**src/rtl/ex_muldiv.sv**
```systemverilog
// Iterative radix-2 RV64M multiply/divide unit for the EX stage.
// One product or quotient bit per cycle on operand magnitudes, with sign
// correction on the final step. Divide-by-zero and signed overflow
// finish in one cycle.
module ex_muldiv #(
  parameter int unsigned XLEN = 64
) (
  input  logic            clk,
  input  logic            rst,
  input  logic            start,
  input  logic            flush,
  input  logic            hold,
  input  logic            mul_op,
  input  logic            mulh_op,
  input  logic            mulhsu_op,
  input  logic            div_op,
  input  logic            rem_op,
  input  logic            is_unsign,
  input  logic            is_word,
  input  logic [XLEN-1:0] data1,
  input  logic [XLEN-1:0] data2,
  output logic            stall_req,
  output logic            done,
  output logic [XLEN-1:0] result
);

  localparam int unsigned WLEN  = 32;
  localparam int unsigned CNT_W = 7;

  typedef enum logic [1:0] {IDLE, CALC, DONE} state_t;

  state_t            state;
  logic [CNT_W-1:0]  counter;
  logic [XLEN-1:0]   opb;      // multiplicand or divisor magnitude
  logic [XLEN-1:0]   hi;       // product high half / partial remainder
  logic [XLEN-1:0]   mq;       // multiplier shifting out / dividend-quotient
  logic              op_mul;
  logic              op_mulh;
  logic              op_div;
  logic              op_rem;
  logic              word_r;
  logic              neg_r;

  // Operand preparation and single-cycle corner detection
  logic [WLEN-1:0]   a_lo;
  logic [WLEN-1:0]   b_lo;
  logic              any_div;
  logic              sgn1;
  logic              sgn2;
  logic              a_sgn;
  logic              b_sgn;
  logic [XLEN-1:0]   a_ext;
  logic [XLEN-1:0]   b_ext;
  logic [XLEN-1:0]   a_mag;
  logic [XLEN-1:0]   b_mag;
  logic [XLEN-1:0]   a_sext;
  logic              div_zero;
  logic              div_ovf;
  logic              corner;
  logic              res_neg;
  logic [XLEN-1:0]   corner_res;

  // Decode signedness, build magnitudes and resolve div-by-zero/overflow
  always_comb begin
    a_lo       = data1[WLEN-1:0];
    b_lo       = data2[WLEN-1:0];
    any_div    = div_op | rem_op;
    sgn1       = ~is_unsign & (mulh_op | mulhsu_op | any_div);
    sgn2       = ~is_unsign & (mulh_op | any_div);
    a_sgn      = sgn1 & (is_word ? a_lo[WLEN-1] : data1[XLEN-1]);
    b_sgn      = sgn2 & (is_word ? b_lo[WLEN-1] : data2[XLEN-1]);
    a_ext      = is_word ? {32'd0, a_lo} : data1;
    b_ext      = is_word ? {32'd0, b_lo} : data2;
    a_sext     = {{32{a_lo[WLEN-1]}}, a_lo};
    a_mag      = a_ext;
    b_mag      = b_ext;
    if (a_sgn) a_mag = is_word ? {32'd0, ~a_lo + 32'd1} : ~data1 + 64'd1;
    if (b_sgn) b_mag = is_word ? {32'd0, ~b_lo + 32'd1} : ~data2 + 64'd1;
    div_zero   = any_div & (b_ext == 64'd0);
    div_ovf    = any_div & ~is_unsign &
                 (is_word ? ((a_lo == 32'h8000_0000) && (b_lo == 32'hFFFF_FFFF))
                          : ((data1 == 64'h8000_0000_0000_0000) && (data2 == 64'hFFFF_FFFF_FFFF_FFFF)));
    corner     = div_zero | div_ovf;
    res_neg    = 1'b0;
    if (mulh_op)   res_neg = a_sgn ^ b_sgn;
    if (mulhsu_op) res_neg = a_sgn;
    if (div_op)    res_neg = a_sgn ^ b_sgn;
    if (rem_op)    res_neg = a_sgn;
    corner_res = 64'd0;
    if (div_zero) begin
      if (div_op) corner_res = 64'hFFFF_FFFF_FFFF_FFFF;
      else        corner_res = is_word ? a_sext : data1;
    end else if (div_ovf) begin
      if (div_op) corner_res = is_word ? a_sext : data1;
    end
  end

  // One iteration step plus final sign correction
  logic [XLEN:0]     mul_sum;
  logic [XLEN:0]     rem_sh;
  logic [XLEN:0]     rem_diff;
  logic              q_bit;
  logic [XLEN-1:0]   hi_nxt;
  logic [XLEN-1:0]   mq_nxt;
  logic [XLEN-1:0]   hi_fix;
  logic [XLEN-1:0]   quo;
  logic [XLEN-1:0]   quo_fix;
  logic [XLEN-1:0]   rem_fix;
  logic [XLEN-1:0]   calc_res;

  // Shift-add for multiply, restoring subtract for divide
  always_comb begin
    mul_sum  = {1'b0, hi} + (mq[0] ? {1'b0, opb} : 65'd0);
    rem_sh   = {hi, mq[XLEN-1]};
    rem_diff = rem_sh - {1'b0, opb};
    q_bit    = ~rem_diff[XLEN];
    if (op_div | op_rem) begin
      hi_nxt = q_bit ? rem_diff[XLEN-1:0] : rem_sh[XLEN-1:0];
      mq_nxt = {mq[XLEN-2:0], q_bit};
    end else begin
      hi_nxt = mul_sum[XLEN:1];
      mq_nxt = {mul_sum[0], mq[XLEN-1:1]};
    end
    // High half of a 128-bit two's complement negate: carry in only when low half is zero
    hi_fix   = neg_r ? (~hi_nxt + {63'd0, (mq_nxt == 64'd0)}) : hi_nxt;
    quo      = word_r ? {32'd0, mq_nxt[WLEN-1:0]} : mq_nxt;
    quo_fix  = neg_r ? (~quo + 64'd1) : quo;
    rem_fix  = neg_r ? (~hi_nxt + 64'd1) : hi_nxt;
    if (op_mul)       calc_res = word_r ? {{32{mq_nxt[XLEN-1]}}, mq_nxt[XLEN-1:WLEN]} : mq_nxt;
    else if (op_mulh) calc_res = hi_fix;
    else if (op_div)  calc_res = word_r ? {{32{quo_fix[WLEN-1]}}, quo_fix[WLEN-1:0]} : quo_fix;
    else              calc_res = word_r ? {{32{rem_fix[WLEN-1]}}, rem_fix[WLEN-1:0]} : rem_fix;
  end

  // Stall the front of the pipe while an op is accepted or iterating
  assign stall_req = ~rst & (((state == IDLE) & start & ~flush) | (state == CALC));

  // Control FSM and datapath registers
  always_ff @(posedge clk) begin
    if (rst) begin
      state   <= IDLE;
      done    <= 1'b0;
      result  <= '0;
      counter <= '0;
      opb     <= '0;
      hi      <= '0;
      mq      <= '0;
      op_mul  <= 1'b0;
      op_mulh <= 1'b0;
      op_div  <= 1'b0;
      op_rem  <= 1'b0;
      word_r  <= 1'b0;
      neg_r   <= 1'b0;
    end else if (flush) begin
      state   <= IDLE;
      done    <= 1'b0;
      counter <= '0;
    end else begin
      case (state)
        IDLE: begin
          if (start) begin
            op_mul  <= mul_op;
            op_mulh <= mulh_op | mulhsu_op;
            op_div  <= div_op;
            op_rem  <= rem_op;
            word_r  <= is_word;
            neg_r   <= res_neg;
            hi      <= '0;
            opb     <= any_div ? b_mag : a_mag;
            mq      <= any_div ? (is_word ? {a_mag[WLEN-1:0], 32'd0} : a_mag) : b_mag;
            if (corner) begin
              result  <= corner_res;
              done    <= 1'b1;
              counter <= '0;
              state   <= DONE;
            end else begin
              counter <= is_word ? CNT_W'(WLEN) : CNT_W'(XLEN);
              state   <= CALC;
            end
          end
        end
        CALC: begin
          hi      <= hi_nxt;
          mq      <= mq_nxt;
          counter <= counter - CNT_W'(1);
          if (counter == CNT_W'(1)) begin
            result <= calc_res;
            done   <= 1'b1;
            state  <= DONE;
          end
        end
        DONE: begin
          if (!hold) begin
            done  <= 1'b0;
            state <= IDLE;
          end
        end
        default: begin
          done  <= 1'b0;
          state <= IDLE;
        end
      endcase
    end
  end

endmodule

```
**config.mk**
```make
export PLATFORM = sky130hd
export DESIGN_NAME = ex_muldiv
export DESIGN_NICKNAME = d
export VERILOG_FILES = /design/src/rtl/ex_muldiv.sv
export SDC_FILE = /design/constraint.sdc
export NUM_CORES = 2
export LEC_CHECK = 0
export CAP_MARGIN = 20
export CORE_UTILIZATION = 29
export CTS_CLUSTER_SIZE = 10
export DETAILED_ROUTE_END_ITERATION = 16
export DONT_BUFFER_PORTS = 1
export HOLD_SLACK_MARGIN = 0.15
export PLACE_DENSITY = 0.47
export SETUP_SLACK_MARGIN = 0.15
export SLEW_MARGIN = 25
export SYNTH_ARGS = -nofsm -noshare
export SYNTH_HDL_FRONTEND = slang
export SYNTH_SLANG_ARGS = --single-unit
```
**constraint.sdc**
```tcl
create_clock -name clk -period 9.4 [get_ports clk]
set_input_delay 2.35 -clock clk [delete_from_list [all_inputs] [get_ports clk]]
set_output_delay 2.35 -clock clk [all_outputs]
set_load 0.005 [all_outputs]
```
==> results.sh <==
export IMPL_holdCritPathClass="flop to flop"
export IMPL_hpwl_mm=171
export IMPL_grt_pass1_wl_mm=302
export IMPL_wl_per_cell_um=32.7
export IMPL_dieArea_um2=122000
export IMPL_place_congestion=1.05
export IMPL_timing_rr_start="mq[63]"
export IMPL_drt_wl_total_mm=218
export IMPL_drv_slew=0
export IMPL_cts_buffers=40
export IMPL_synth_area_um2=35000
export IMPL_avgSynthCellArea_um2=6.73
export IMPL_p_leak_uw=0.0139
export IMPL_yosysWarnings=0
export IMPL_cp_max_fo=7
export IMPL_met3_usage_pct=8.04
export IMPL_ant_nets=0
export IMPL_slowest_stage="a2111oi_4"
export IMPL_pwr_share_comb_pct=42.7
export IMPL_postSynthRegisterBits=272
export IMPL_grt_antenna_before_repair=17
export IMPL_nFillCells=13400
export IMPL_grt_use_total_pct=34.3
export IMPL_post_place_ws_ns=1.32
export IMPL_grt_pass1_vias=38800
export IMPL_postSynthNetCount=5483
export IMPL_rows=127
export IMPL_syn_inst=5204
export IMPL_end_kind="flop"
export IMPL_maxCapViolations=0
export IMPL_worstSetupStartpoint="mq[63]"
export IMPL_met1_usage_pct=45.4
export IMPL_grt_max_degree=251
export IMPL_finalSetupTns_ns=0
export IMPL_cts_buffer_depth=3
export IMPL_min_period_over_period_pct=87.9
export IMPL_clkTransAtPathRegs_ns=0.07
export IMPL_hold_buffers=0
export IMPL_io_buffers=0
export IMPL_root_buffer="clkbuf_16"
export IMPL_seqPwrFrac_pct=25.2
export IMPL_dp_cells=6603
export IMPL_placed_area_um2=36900
export IMPL_critPathKind="flop to flop"
export IMPL_core_area_um2=120000
export IMPL_fin_area_um2=38200
export IMPL_synth_edff_count=0
export IMPL_setup_viol_count_final=0
export IMPL_synthDistinctLibCells=117
export IMPL_hold_viol=0
export IMPL_switching_share_pct=45.7
export IMPL_viasPerCell=6.42
export IMPL_hp_start="opb[10]"
export IMPL_h_tree_depth=2
export IMPL_synthToLayoutAreaGrowth_pct=9.14
export IMPL_outcome="complete, no violations"
export IMPL_final_setup_worst_slack_ns=1.14
export IMPL_switchingPower_uw=2310
export IMPL_drc=0
export IMPL_post_route_min_period_ns=8.26
export IMPL_synth_ff_type="dfxtp_1"
export IMPL_cts_resized=0
export IMPL_nNetsFinal=5314
export IMPL_synth_yosys_seq_area_share_pct=15.6
export IMPL_critPathRequiredTime_ns=9.93
export IMPL_start_util_pct=29.2
export IMPL_die_x_um=349
export IMPL_layoutNonFillerInstCount=6682
export IMPL_powerDensity_nw_per_um2=132
export IMPL_io_pin_count=206
export IMPL_slew_headroom_pct=15.0
export IMPL_dr_total_vias=42900
export IMPL_gr_max_usage_layer="met2"
export IMPL_vdd_ir_drop_max_v=0.000120
export IMPL_startpoint_type="flop"
export IMPL_clock_latency_ns=0.66
export IMPL_met2_usage_pct=49.5
export IMPL_crit_path_frequent_cell="ha_1"
export IMPL_critPathArrivalTime_ns=8.80
export IMPL_rsz0062_at_grt="false"
export IMPL_die_h_um=349
export IMPL_finalPower_uw=5060
export IMPL_worst_slew_pin_slew_ns=1.27
export IMPL_tritoncts="done"
export IMPL_gr_total_overflow=0
export IMPL_power_frac_clock_pct=32.1
export IMPL_crit_path_max_incr_delay_ns=0.64
export IMPL_fmax_mhz=121
export IMPL_cts_sinks=272
export IMPL_drt_iter0_drc=6081
export IMPL_drive_gt1_share_pct=7.35
export IMPL_skew_ns=0.0609
export IMPL_cts_setup_buffers=0
export IMPL_drtPass1Iterations=6
export IMPL_p_int_uw=2750
export IMPL_async_flop_share_pct=0
path summary, 6_finish.rpt:
check | end | slack, ns | cells after the start
worst max register to register | result[12] | 1.14 | 30
worst min-delay path | opb[10] | 0.47 | 2
worst max-delay path | result[12] | 1.14 | 30
worst min register to register | opb[10] | 0.47 | 2
sequential cells by signal, summed over array words and instances (netlist names):
name	count
result	64
done	1
word_r	1
neg_r	1
hi	64
counter	7
op_div	1
op_mulh	1
op_mul	1
state	2
opb	64
op_rem	1
mq	64
worst max-delay path: cells and delay by family (launching register included):
family                     cells  cell delay (ns)
AOI/OAI and AO/OA              9             2.64
xor gates and xnor gates       1             0.16
adders and majority gates      5             1.23
buffers and inverters          4             0.37
DFF                            1             0.38
and+or+nand+nor               11             3.42
metrics by stage:
stage          utilization (%)  hold slack, ns
2_1_floorplan                -           0.440
3_3_place_gp              30.7           0.452
3_5_place_dp              30.8           0.454
4_1_cts                   31.9           0.461
5_1_grt                   31.9           0.484
6_report                  31.9           0.466
cell families (layout without fill, tap and decap cells):
logic type	count (synthesis)	count (layout)	share of synthesized area, %
AND/OR/NAND/NOR	2026	2026	27.3
adder cells (fa/ha/maj)	170	170	5.90
AO/OA/AOI/OAI	1797	1797	34.3
XOR/XNOR	342	342	8.55
multiplexers	81	81	2.34
buffers and inverters	516	376	6.04
other	0	6	0
flip-flops	272	272	15.6
power by group through the flow:
stage / Sequential (uW) / Combinational (uW) / Clock [uW]
after global routing: 1280 / 2230 / 1670
final: 1280 / 2160 / 1620
after detailed placement: 1300 / 2050 / 0
after floorplan: 1260 / 1290 / 0
after CTS: 1270 / 2060 / 1640
after global placement: 1300 / 2060 / 0
per-layer routing:
metal  vias up  part of all wire (%)
met4        12                   7.5
li1      19000                     -
met3       549                    10
met1     20700                    41
met2      2600                    41
met5         -                 0.037
final cells by class:
| class | instances | area [um2] | area share (%) |
|---|---|---|---|
| Multi-Input combinational cell | 4416 | 27700 | 72.4 |
| Sequential cell | 272 | 5460 | 14.3 |
| Tap cell | 1612 | 2020 | 5.28 |
| Timing Repair Buffer | 160 | 1210 | 3.16 |
| Clock buffer | 57 | 1140 | 2.97 |
| Inverter | 145 | 544 | 1.42 |
| Clock inverter | 14 | 181 | 0.475 |
| Antenna cell | 6 | 15.0 | 0.0393 |
layout by cell type, fill, tap and decap left out, drive strengths merged, types with 31 or more instances in the layout:
cell type / Yosys / routed
nand2: 643 / 643
nor2: 565 / 565
a21oi: 508 / 508
o21ai: 362 / 362
dfxtp: 272 / 272
xnor2: 209 / 209
nor3: 166 / 166
buf: 97 / 159
a211oi: 159 / 159
inv: 141 / 141
nand3: 139 / 139
ha: 137 / 137
xor2: 133 / 133
and2: 103 / 103
nand4: 101 / 101
o211ai: 90 / 90
a31oi: 81 / 81
mux2i: 75 / 75
a22oi: 71 / 71
or3: 63 / 63
clkbuf: 274 / 58
a21o: 51 / 51
o221ai: 50 / 50
o31ai: 50 / 50
nor4: 47 / 47
and3: 41 / 41
a221oi: 37 / 37
o21a: 32 / 32
or2: 32 / 32
maj3: 31 / 31
or4: 31 / 31
synthesized netlist by cell type (all sizes together) (15+ instances only):
master,n,area (um2)
a21boi,15,113
nand2b,27,169
nand4,101,651
o41ai,26,250
nor4,47,319
nor3,166,852
o21ai,362,1840
xnor2,209,1830
mux2i,75,751
a22oi,71,533
a221oi,37,330
buf,97,538
a41oi,21,184
dfxtp,272,5450
a211o,17,149
or3,63,394
o31a,18,159
ha,137,1710
o21a,32,240
a311oi,30,298
inv,141,529
or4,31,244
nand2,643,2420
and3,41,257
clkbuf,274,1030
o221ai,50,438
o211ai,90,704
xor2,133,1160
o21bai,22,165
nand3,139,701
o31ai,50,395
nor2,565,2140
a21o,51,383
maj3,31,310
a211oi,159,1230
or2,32,200
a31oi,81,532
a2111oi,28,318
and2,103,644
a21oi,508,2550
(Power assumes the default switching activity.)
